## config.mk

```make
export PLATFORM = sky130hd
export DESIGN_NAME = pipe_hazard_ctrl
export DESIGN_NICKNAME = d
export VERILOG_FILES = /design/src/rtl/hazard_pkg.sv /design/src/rtl/hazard_perf_ctr.sv /design/src/rtl/pipe_hazard_ctrl.sv
export SDC_FILE = /design/constraint.sdc
export NUM_CORES = 1
export LEC_CHECK = 0
export BUFFER_PORTS_ARGS = -buffer_cell sky130_fd_sc_hd__buf_2
export CORE_AREA = 5 5 42 44
export DETAILED_ROUTE_END_ITERATION = 12
export DIE_AREA = 0 0 47 49
export GPL_TIMING_DRIVEN = 1
export SYNTH_ARGS = -nofsm -noshare
export SYNTH_HDL_FRONTEND = slang
export SYNTH_SLANG_ARGS = --single-unit
export TNS_END_PERCENT = 5
```

## constraint.sdc

```tcl
create_clock -name CLK -period 2 [get_ports CLK]
set_clock_uncertainty 0.1 [all_clocks]
set_input_delay 0 -clock CLK [delete_from_list [all_inputs] [get_ports CLK]]
set_output_delay 0 -clock CLK [all_outputs]
set_load 0.1 [all_outputs]
```

## src/rtl/hazard_pkg.sv

```systemverilog
// hazard_pkg: shared definitions for the pipeline hazard controller.
// NOP_INSTR is the bubble loaded into the FD register on reset and on FlushD.
package hazard_pkg;

   localparam logic [31:0] NOP_INSTR  = 32'hC000_0000;
   localparam int          DEF_REG_AW = 4;

   typedef enum logic {
      RUN     = 1'b0,
      MC_WAIT = 1'b1
   } hz_state_t;

endpackage

```

## src/rtl/hazard_perf_ctr.sv

```systemverilog
// hazard_perf_ctr: 32-bit wrapping event counter.
// A synchronous load port allows presetting the count; it has priority over inc.
module hazard_perf_ctr (
   input  logic        CLK,
   input  logic        RST,
   input  logic        load,
   input  logic [31:0] load_val,
   input  logic        inc,
   output logic [31:0] count
);

   // Count events, wrapping naturally at 2^32; cleared by reset.
   always_ff @(posedge CLK or posedge RST) begin
      if (RST) begin
         count <= '0;
      end else if (load) begin
         count <= load_val;
      end else if (inc) begin
         count <= count + 32'd1;
      end
   end

endmodule

```

## src/rtl/pipe_hazard_ctrl.sv

```systemverilog
// pipe_hazard_ctrl: stall/flush sequencing for the 5-stage pipeline.
// Resolves load-use hazards, flushes on taken branches and holds the front
// of the pipe while a multi-cycle op occupies E (MC_LAT cycles, 2..16).
// Optional build macro HAZ_PERF_EN adds LuStallCnt, McStallCnt and FlushCnt.
module pipe_hazard_ctrl
   import hazard_pkg::*;
#(
   parameter int REG_AW = DEF_REG_AW,
   parameter int MC_LAT = 4
) (
   input  logic              CLK,
   input  logic              RST,
   input  logic [REG_AW-1:0] Rs1D,
   input  logic [REG_AW-1:0] Rs2D,
   input  logic              UsesRs1D,
   input  logic              UsesRs2D,
   input  logic              McOpD,
   input  logic [REG_AW-1:0] RdE,
   input  logic              MemReadE,
   input  logic              BranchTakenE,
   output logic              StallF,
   output logic              StallD,
   output logic              StallE,
   output logic              FlushD,
   output logic              FlushE,
   output logic              FlushM,
   output logic              McBusy
`ifdef HAZ_PERF_EN
   ,
   output logic [31:0]       LuStallCnt,
   output logic [31:0]       McStallCnt,
   output logic [31:0]       FlushCnt
`endif
);

   // The counter only needs to hold MC_LAT-2; MC_LAT >= 2 keeps this >= 1 bit.
   localparam int             CNT_W   = (MC_LAT > 2) ? $clog2(MC_LAT) : 1;
   localparam logic [CNT_W-1:0] MC_LOAD = CNT_W'(MC_LAT - 2);

   hz_state_t        state_reg;
   logic [CNT_W-1:0] mc_cnt_reg;

   logic lu;
   logic lu_stall;
   logic br_flush;
   logic mc_accept;

   // Load-use detection; x0 is hardwired to zero so it never hazards.
   assign lu = MemReadE && (RdE != '0) &&
               ((UsesRs1D && (Rs1D == RdE)) || (UsesRs2D && (Rs2D == RdE)));

   // Output decode by priority: branch, then load-use, then multi-cycle accept.
   always_comb begin
      StallF    = 1'b0;
      StallD    = 1'b0;
      StallE    = 1'b0;
      FlushD    = 1'b0;
      FlushE    = 1'b0;
      FlushM    = 1'b0;
      lu_stall  = 1'b0;
      br_flush  = 1'b0;
      mc_accept = 1'b0;
      if (!RST) begin
         if (state_reg == RUN) begin
            if (BranchTakenE) begin
               // A multi-cycle op in D is on the wrong path and is dropped.
               FlushD   = 1'b1;
               FlushE   = 1'b1;
               br_flush = 1'b1;
            end else if (lu) begin
               // Hold D one cycle; McOpD is looked at again next cycle.
               StallF   = 1'b1;
               StallD   = 1'b1;
               FlushE   = 1'b1;
               lu_stall = 1'b1;
            end else if (McOpD) begin
               mc_accept = 1'b1;
            end
         end else begin
            // Branch/LU inputs are meaningless here: the E op is neither.
            StallF = 1'b1;
            StallD = 1'b1;
            StallE = 1'b1;
            FlushM = 1'b1;
         end
      end
   end

   // McBusy depends on state alone; async reset drives state to RUN at once.
   assign McBusy = (state_reg == MC_WAIT);

   // Sequencing FSM: accept in RUN, then count down MC_LAT-1 held cycles.
   always_ff @(posedge CLK or posedge RST) begin
      if (RST) begin
         state_reg  <= RUN;
         mc_cnt_reg <= '0;
      end else begin
         case (state_reg)
            RUN: begin
               if (mc_accept) begin
                  state_reg  <= MC_WAIT;
                  mc_cnt_reg <= MC_LOAD;
               end
            end
            MC_WAIT: begin
               if (mc_cnt_reg == '0) begin
                  state_reg <= RUN;
               end else begin
                  mc_cnt_reg <= mc_cnt_reg - 1'b1;
               end
            end
            default: begin
               state_reg  <= RUN;
               mc_cnt_reg <= '0;
            end
         endcase
      end
   end

`ifdef HAZ_PERF_EN
   logic [2:0]  perf_ev;
   logic [31:0] perf_cnt [3];

   assign perf_ev[0] = lu_stall;
   assign perf_ev[1] = McBusy;
   assign perf_ev[2] = br_flush;

   genvar gi;
   generate
      for (gi = 0; gi < 3; gi++) begin : g_perf
         hazard_perf_ctr u_ctr (
            .CLK      (CLK),
            .RST      (RST),
            .load     (1'b0),
            .load_val (32'd0),
            .inc      (perf_ev[gi]),
            .count    (perf_cnt[gi])
         );
      end
   endgenerate

   assign LuStallCnt = perf_cnt[0];
   assign McStallCnt = perf_cnt[1];
   assign FlushCnt   = perf_cnt[2];
`endif

endmodule

```

==> results.py, run 1 <==
metrics = {
    "placement": {
        "io_buffers": 25,
        "dp_hpwl_um": 669.3,
        "placed_area_um2": 452.9,
        "place_congestion": 0.6436,
    },
    "floorplanning": {
        "die_w_um": 47,
        "ios": 26,
        "dieArea_mm2": 0.002303,
        "num_rows": 14,
        "core_area_mm2": 0.001401,
        "die_y_um": 49,
        "start_util": 0.2232,
    },
    "finish": {
        "nNetsFinal": 89,
        "multi_input_area_um2": 220.2,
        "n_fill_cell": 162,
        "seqCellArea_um2": 76.32,
        "drive_above_1_share": 0.4706,
        "fin_area_um2": 509.2,
        "final_common_cell": "buf_2",
        "largest_reg_flops": 2,
        "diodes": 0,
        "mostFrequentLayoutCells": "buf_2, xor2_1",
        "area_delta_synth_final_pct": 62.80,
    },
    "cts": {
        "htreeDepth": 1,
        "cts.repair.resized": 0,
        "cts_buffers": 3,
        "clockRootBuffer": "clkbuf_4",
        "cts_hold_buf": 3,
        "clockBufferDepth": 2,
        "cts_tree": "done",
        "cts.sinks": 3,
        "clock_latency_ns": 0.24,
        "cts_setup_buffers": 0,
        "clk_pin_slew_ns": 0.04,
    },
    "critical_path": {
        "crit_fanout": 4,
        "r2r_setup_slack_ns": 0.35,
        "reg2reg_depth": 5,
        "end_kind": "register",
        "startpoint": "mc_cnt_reg[0]$_DFFE_PP0P_",
        "regToRegEndpoint": "McBusy$_DFF_PP0_",
        "critical_path.endpoint": "McBusy$_DFF_PP0_",
        "crit_required_ns": 2.02,
        "max_stage_delay_ns": 0.56,
        "regToRegStartpoint": "mc_cnt_reg[0]$_DFFE_PP0P_",
        "path_cells": "inv_1 > ha_1 > nand2b_1 > o21ai_1 > dlygate4sd3_1",
        "cp.arrival_ns": 1.67,
        "crit_slowest_cell": "dlygate4sd3_1",
        "crit_path_start_kind": "register",
        "critical_path_class": "register to register",
    },
    "detailed_routing": {
        "num_vias": 376,
        "final_antenna_net_count": 0,
        "drt_first_pass_iters": 1,
        "drc_errors": 0,
        "drt-vias-per-instance": 4.476,
        "route.detailed.wl_per_inst_um": 9.810,
        "drtIter0Drc": 0,
        "wl_um": 824,
    },
    "sta": {
        "finalSetupViolations": 0,
        "drv_slew": 0,
        "finalCritPeriodShare": 0.8252,
        "layout_min_cycle_time_ns": 1.650,
        "setup_tns_ns": 0,
        "rsz0062_at_grt": "false",
        "tightest_slew_ns": 0.4870,
        "max_freq_mhz": 605.9,
        "maxSlewHeadroom": 0.6775,
        "finalHoldViolCount": 0,
    },
    "power_and_ir_drop": {
        "total_power_mw": 0.7280,
        "p_leak_nw": 0.2665,
        "peakVddDrop_v": 0.0004352,
        "power_density_mw_per_mm2": 1430,
    },
    "synth": {
        "syn_nets": 58,
        "syn_area_per_cell_um2": 8.232,
        "yosysUniqueCellTypes": 19,
        "synthCells": 38,
        "synth_area_um2": 312.8,
        "ys_seq_elements": 3,
        "synth_top_area_share": 0.2400,
        "yosys_warnings": 0,
        "synth.top_cells.by_area": "dfrtp_1, xor2_1, xnor2_1",
        "ys_seq_area_frac": 0.2400,
        "yosysTopAreaCell": "dfrtp_1",
    },
    "grt": {
        "use_met3": 0.01476,
        "grt_pass1_vias": 363,
        "grt_pass1_wl_um": 1317,
        "grt_max_degree": 6,
        "antenna_found_initial": 0,
        "grt_overflow_total": 0,
        "grt.busiest_layer": "met2",
        "grtUsageTotal": 0.07969,
        "use_met2": 0.1380,
        "met1_usage": 0.07285,
    },
    "min_path": {
        "hp-class": "input pin to register",
    },
    "outcome": {
        "status": "finished clean",
    },
    "run": {
        "drv_cap": 0,
    },
}
## metal layers
| metal | share of wire | vias up |
|---|---|---|
| met5 | 0 | - |
| met4 | 0.021 | 0 |
| met3 | 0.14 | 2 |
| met2 | 0.51 | 21 |
| met1 | 0.33 | 163 |
| li1 | - | 190 |
## final cells by class
| class | count | area share |
|---|---|---|
| Inverter | 3 | 0.02211 |
| Timing Repair Buffer | 28 | 0.3047 |
| Sequential cell | 3 | 0.1499 |
| Multi-Input combinational cell | 30 | 0.4324 |
| Clock buffer | 4 | 0.05160 |
| Tap cell | 16 | 0.03931 |
## cells in the mapped netlist (all sizes together)
cell type / n
nor2b: 1
o21a: 1
and2: 2
o41a: 1
nor2: 2
nand3b: 1
dfrtp: 3
o21ai: 2
nand2b: 1
xnor2: 3
a31oi: 1
xor2: 6
ha: 1
inv: 3
nor3: 3
nand2: 1
buf: 2
a21oi: 2
nand4: 2
## worst min path at each step
stage / endpoint / cells past startpoint / startpoint / slack (ns)
3_5_place_dp: mc_cnt_reg[0]$_DFFE_PP0P_ / 2 / RST / -0.18
4_1_cts: mc_cnt_reg[0]$_DFFE_PP0P_ / 3 / BranchTakenE / 0.002
3_3_place_gp: mc_cnt_reg[1]$_DFFE_PP0P_ / 2 / RST / -0.18
6_report: mc_cnt_reg[0]$_DFFE_PP0P_ / 3 / BranchTakenE / 0.002
5_1_grt: mc_cnt_reg[0]$_DFFE_PP0P_ / 3 / BranchTakenE / 0.04
2_1_floorplan: mc_cnt_reg[0]$_DFFE_PP0P_ / 1 / RST / -0.34
## through the flow
step                hold WS (ns)  setup WS [ns]  std cells  utilization
finish                  0.002193         0.3497         84       0.3634
global route             0.03631         0.2476         84       0.3634
CTS                     0.002299         0.3728         84       0.3634
detailed placement       -0.1786         0.4971         77       0.3232
global placement         -0.1781         0.4965         77       0.3232
floorplan                -0.3379         0.1690         38            -
## report_power, final
| part | total [mW] | switching [mW] | leakage [nW] | internal [mW] |
|---|---|---|---|---|
| Sequential | 0.115 | 0.0198 | 0.0349 | 0.0949 |
| Combinational | 0.505 | 0.374 | 0.217 | 0.131 |
| Clock | 0.108 | 0.0335 | 0.0150 | 0.0749 |
| Total | 0.728 | 0.427 | 0.267 | 0.301 |
## critical path, delay by kind of cell (launching register included)
family	cells	cell delay, ns
fa+ha+maj	1	0.16
buf+inv	2	0.67
simple gates	1	0.17
compound gates	1	0.09
flops	1	0.35
## kinds of logic (layout without fill, tap and decap cells)
logic type,Yosys count,in the layout,share of synthesized area
buf+inv,5,35,0.08398
flops,3,3,0.2400
fa+ha+maj,1,1,0.03999
xor+xnor,9,9,0.2520
compound gates,7,7,0.1440
simple gates,13,13,0.2400
No activity file was read; power rests on OpenSTA's default activity.
==> inputs of run 2 (changes only) <==
- clock period: 2 -> 1.3 ns (I/O delays scaled with it)
==> results.py, run 2 (synthesized netlist as in run 1, its figures left out) <==
metrics = {
    "outcome": {
        "status": "complete, but fails checks",
        "failed_checks": "negative setup slack",
    },
    "critical_path": {
        "regToRegStartpoint": "mc_cnt_reg[0]$_DFFE_PP0P_",
        "crit_fanout": 3,
        "cp_num_buf_inv": 2,
        "r2r_setup_slack_ns": 0.04,
        "end_kind": "output port",
        "crit_slowest_cell": "o41a_1",
        "max_stage_delay_ns": 0.45,
        "cp.arrival_ns": 1.24,
        "path_cells": "buf_2 > o41a_1 > nand4_1 > a21oi_2 > o21a_4 > buf_12",
        "regToRegEndpoint": "mc_cnt_reg[0]$_DFFE_PP0P_",
        "crit_path_start_kind": "input pin",
        "reg2reg_depth": 5,
        "critical_path.top_delay_family": "compound AO/OA/AOI/OAI gates",
        "critical_path_class": "input pin to output port",
        "crit_required_ns": 1.20,
    },
    "cts": {
        "clock_latency_ns": 0.24,
        "cts.sinks": 3,
        "htreeDepth": 1,
        "clockRootBuffer": "clkbuf_4",
        "cts_buffers": 3,
        "clk_pin_slew_ns": 0.04,
        "clockBufferDepth": 2,
        "cts_tree": "done",
    },
    "detailed_routing": {
        "num_vias": 394,
        "wl_um": 1061,
        "top_layer_used": "met3",
        "wl_met3_um": 136,
        "drtIter0Drc": 4,
        "wl_met2_um": 589,
        "drt-vias-per-instance": 4.581,
        "met1_length_um": 336,
        "drc_errors": 0,
        "final_antenna_net_count": 0,
        "route.detailed.wl_per_inst_um": 12.34,
        "drt_first_pass_iters": 3,
    },
    "min_path": {
        "hp-class": "input pin to register",
        "min_from": "McOpD",
        "min_to": "mc_cnt_reg[1]$_DFFE_PP0P_",
        "holdPathStages": 4,
    },
    "power_and_ir_drop": {
        "clkPwrFrac": 0.130,
        "switching_share": 0.5343,
        "p_leak_nw": 0.3073,
        "switching_power_mw": 0.7015,
        "seqPwrFrac": 0.147,
        "pwr-share-comb": 0.723,
        "p_int_mw": 0.6115,
        "power_density_mw_per_mm2": 2010,
        "peakVddDrop_v": 0.0007164,
    },
    "floorplanning": {
        "ios": 26,
        "die_w_um": 47,
        "die_y_um": 49,
        "start_util": 0.2232,
        "dieArea_mm2": 0.002303,
        "num_rows": 14,
        "core_area_mm2": 0.001401,
    },
    "finish": {
        "area_delta_synth_final_pct": 108.8,
        "final_common_cell": "buf_2",
        "mostFrequentLayoutCells": "buf_2, xor2_1, buf_12",
        "seqCellArea_um2": 78.83,
        "fin_area_um2": 653.1,
        "largest_reg_flops": 2,
        "diodes": 0,
        "n_fill_cell": 150,
        "final_util": 0.4661,
        "drive_above_1_share": 0.5714,
        "nNetsFinal": 91,
        "multi_input_area_um2": 242.7,
    },
    "placement": {
        "dp_hpwl_um": 807.9,
        "placed_area_um2": 576.8,
        "place_congestion": 0.7398,
        "io_buffers": 25,
    },
    "grt": {
        "grt_pass1_vias": 418,
        "grt_max_degree": 6,
        "grt_overflow_total": 0,
        "grt_pass1_wl_um": 1656,
        "antenna_found_initial": 0,
        "grtUsageTotal": 0.1029,
    },
    "sta": {
        "maxSlewHeadroom": 0.6798,
        "max_freq_mhz": 743.7,
        "drv_slew": 0,
        "setup_ws_ns": -0.04470,
        "tightest_slew_ns": 0.4836,
        "rsz0062_at_grt": "true",
        "finalSetupViolations": 2,
        "layout_min_cycle_time_ns": 1.345,
        "finalHoldViolCount": 0,
        "finalCritPeriodShare": 1.034,
    },
    "run": {
        "drv_cap": 0,
    },
}
## run 2: cell types whose count changed in the layout (fill, tap and decap cells not counted), sizes merged
cell         before  now
buf              25   29
dlygate4sd3       3    1
## run 2: area by class of cell
| type | instances | share of cell area |
|---|---|---|
| Inverter | 3 | 0.01724 |
| Sequential cell | 3 | 0.1207 |
| Clock buffer | 4 | 0.04023 |
| Tap cell | 16 | 0.03065 |
| Multi-Input combinational cell | 30 | 0.3716 |
| Timing Repair Buffer | 30 | 0.4195 |
## run 2: routing by layer
metal | GRT usage | vias up
met3 | 0.07011 | 0
met4 | 0.02765 | 0
met2 | 0.1652 | 24
met1 | 0.1057 | 178
li1 | - | 192
met5 | 0 | -
## run 2: worst max-delay path by stage
stage / start / slack [ns] / cells past startpoint / end
floorplan: McBusy$_DFF_PP0_ / -0.31 / 2 / StallE
global placement: RdE[0] / -0.01 / 7 / StallF
detailed placement: RdE[0] / -0.04 / 7 / StallD
CTS: RdE[0] / -0.02 / 7 / StallD
global route: RdE[0] / -0.1 / 6 / StallD
finish: RdE[0] / -0.04 / 6 / StallD
## run 2: tightest hold or removal path, delay by kind of cell
| family | cells | cell delay, ns |
|---|---|---|
| AO/OA/AOI/OAI | 1 | 0.06 |
| buffers and inverters | 2 | 0.20 |
| AND/OR/NAND/NOR | 1 | 0.07 |
## run 2: power by group through the flow
stage	clock network [mW]	logic (mW)	registers [mW]
2_1_floorplan	0	0.576	0.290
3_3_place_gp	0	0.921	0.187
3_5_place_dp	0	0.930	0.188
4_1_cts	0.179	0.951	0.195
5_1_grt	0.200	1.01	0.200
6_report	0.171	0.949	0.193
## run 2: what timing repair did
action,CTS,global route
resized for setup,5,5
hold endpoints to repair,3,0
setup endpoints to repair,4,6
hold buffers,1,0
pin swaps,2,8
buffers inserted,0,1
## run 2: through the flow
step	worst slack (ns)	instances	setup TNS [ns]	hold WS, ns	power [mW]
2_1_floorplan	-0.3113	38	-0.7066	-0.3303	0.8666
3_3_place_gp	-0.01387	80	-0.02768	-0.1629	1.109
3_5_place_dp	-0.04179	80	-0.08328	-0.1669	1.118
4_1_cts	-0.01532	85	-0.03034	0.01909	1.325
5_1_grt	-0.09583	86	-0.4431	0.03039	1.410
6_report	-0.04470	86	-0.08918	0.02632	1.313
==> inputs of run 3 (changes only) <==
- clock period: 1.3 -> 1.21 ns (I/O delays scaled with it)
==> results.py, run 3 (synthesized netlist as in run 1, its figures left out) <==
metrics = {
    "outcome": {
        "status": "complete, but fails checks",
        "failed_checks": "negative setup slack",
    },
    "floorplanning": {
        "num_rows": 14,
        "core_area_mm2": 0.001401,
        "die_y_um": 49,
        "start_util": 0.2232,
        "ios": 26,
        "die_w_um": 47,
        "dieArea_mm2": 0.002303,
    },
    "sta": {
        "max_freq_mhz": 747.3,
        "tightest_slew_ns": 0.1887,
        "drv_slew": 0,
        "maxSlewHeadroom": 0.8738,
        "setup_ws_ns": -0.1281,
        "hold_ws_ns": 0.05411,
        "finalHoldViolCount": 0,
        "rsz0062_at_grt": "true",
        "finalCritPeriodShare": 1.106,
        "finalSetupViolations": 6,
        "layout_min_cycle_time_ns": 1.338,
    },
    "critical_path": {
        "crit_slowest_cell": "dfrtp_4",
        "cp.arrival_ns": 1.24,
        "r2r_setup_slack_ns": 0.01,
        "crit_path_start_kind": "register",
        "reg2reg_depth": 5,
        "max_stage_delay_ns": 0.50,
        "cp_num_buf_inv": 2,
        "crit_fanout": 4,
        "regToRegStartpoint": "mc_cnt_reg[0]$_DFFE_PP0P_",
        "end_kind": "output port",
        "regToRegEndpoint": "mc_cnt_reg[0]$_DFFE_PP0P_",
        "path_cells": "buf_6 > o21a_4 > buf_12",
        "critical_path_class": "register to output port",
        "critical_path.top_delay_family": "flip-flops",
        "crit_required_ns": 1.11,
    },
    "power_and_ir_drop": {
        "clkPwrFrac": 0.111,
        "switching_share": 0.4947,
        "seqPwrFrac": 0.133,
        "power_density_mw_per_mm2": 2213,
        "p_leak_nw": 0.3222,
        "switching_power_mw": 0.7549,
        "p_int_mw": 0.7709,
        "pwr-share-comb": 0.756,
        "peakVddDrop_v": 0.0006994,
    },
    "min_path": {
        "min_from": "BranchTakenE",
        "hp-class": "input pin to register",
        "min_to": "mc_cnt_reg[0]$_DFFE_PP0P_",
        "holdPathStages": 3,
    },
    "detailed_routing": {
        "final_antenna_net_count": 0,
        "drc_errors": 0,
        "top_layer_used": "met4",
        "wl_met2_um": 498,
        "wl_um": 893,
        "route.detailed.wl_per_inst_um": 10.15,
        "drt-vias-per-instance": 4.341,
        "drtIter0Drc": 0,
        "met1_length_um": 253,
        "num_vias": 382,
        "drt_first_pass_iters": 1,
        "wl_met3_um": 135,
    },
    "finish": {
        "mostFrequentLayoutCells": "buf_2, buf_12, buf_4",
        "nNetsFinal": 93,
        "fin_area_um2": 689.4,
        "final_common_cell": "buf_2",
        "diodes": 0,
        "largest_reg_flops": 2,
        "n_fill_cell": 144,
        "drive_above_1_share": 0.6111,
        "area_delta_synth_final_pct": 120.4,
    },
    "cts": {
        "cts_tree": "done",
        "clockBufferDepth": 2,
        "htreeDepth": 1,
        "clk_pin_slew_ns": 0.04,
        "clockRootBuffer": "clkbuf_4",
        "cts.sinks": 3,
        "clock_latency_ns": 0.23,
        "cts_setup_buffers": 0,
        "cts_buffers": 3,
    },
    "run": {
        "drv_cap": 0,
    },
    "grt": {
        "grt_pass1_wl_um": 1414,
        "antenna_found_initial": 0,
        "grt_max_degree": 5,
        "grt_overflow_total": 0,
        "grt_pass1_vias": 371,
        "grtUsageTotal": 0.08398,
    },
    "placement": {
        "dp_hpwl_um": 792,
        "placed_area_um2": 614.3,
        "io_buffers": 25,
        "place_congestion": 0.7511,
    },
}
-- run 3: how the worst max path moves through the flow --
stage	startpoint	endpoint	slack (ns)	cells after the start
2_1_floorplan	McBusy$_DFF_PP0_	StallE	-0.40	2
3_3_place_gp	RdE[0]	StallD	-0.11	7
3_5_place_dp	RdE[0]	StallD	-0.13	7
4_1_cts	McBusy$_DFF_PP0_	StallD	-0.12	3
5_1_grt	McBusy$_DFF_PP0_	StallD	-0.16	3
6_report	McBusy$_DFF_PP0_	StallD	-0.13	3
-- run 3: layout make-up --
class | count | area (um2) | area share
inverters | 3 | 11.26 | 0.01633
multi-input cells | 30 | 255.2 | 0.3702
clock buffers | 4 | 26.28 | 0.03811
repair buffers | 32 | 297.8 | 0.4319
flip-flops and latches | 3 | 78.83 | 0.1143
well taps | 16 | 20.02 | 0.02904
-- run 3: routing by layer --
metal,up-vias,global-route usage
met3,2,0.05166
met1,164,0.07522
met4,0,0.02765
met5,-,0
met2,20,0.1471
li1,196,-
-- run 3: power by group through the flow --
| stage | Clock (mW) | Combinational (mW) | Sequential (mW) |
|---|---|---|---|
| 5_1_grt | 0.191 | 1.21 | 0.212 |
| 4_1_cts | 0.179 | 1.15 | 0.204 |
| 2_1_floorplan | 0 | 0.619 | 0.312 |
| 3_5_place_dp | 0 | 1.13 | 0.194 |
| 3_3_place_gp | 0 | 1.13 | 0.193 |
| 6_report | 0.170 | 1.15 | 0.203 |
-- run 3: worst register-to-register path: stages, from the launching register on --
cell and delay (ns):
dfrtp_1 0.31, inv_1 0.05, ha_1 0.18, nand2b_1 0.19, xnor2_1 0.15, a31oi_1 0.14
-- run 3: through the flow --
stage          power, mW    util  std cells  setup TNS [ns]  setup slack (ns)
2_1_floorplan     0.9311       -         38          -1.265           -0.4013
3_3_place_gp       1.321  0.4384         83         -0.3464           -0.1106
3_5_place_dp       1.323  0.4384         83         -0.4396           -0.1275
4_1_cts            1.538  0.4768         88         -0.5364           -0.1215
5_1_grt            1.618  0.4920         88         -0.8603           -0.1560
6_report           1.526  0.4920         88         -0.4847           -0.1281
-- run 3: timing repair --
item,in CTS,in global routing
setup endpoints to repair,8,8
pin swaps,5,10
endpoints found under the hold margin,3,0
hold buffers,1,0
resized for setup,6,5
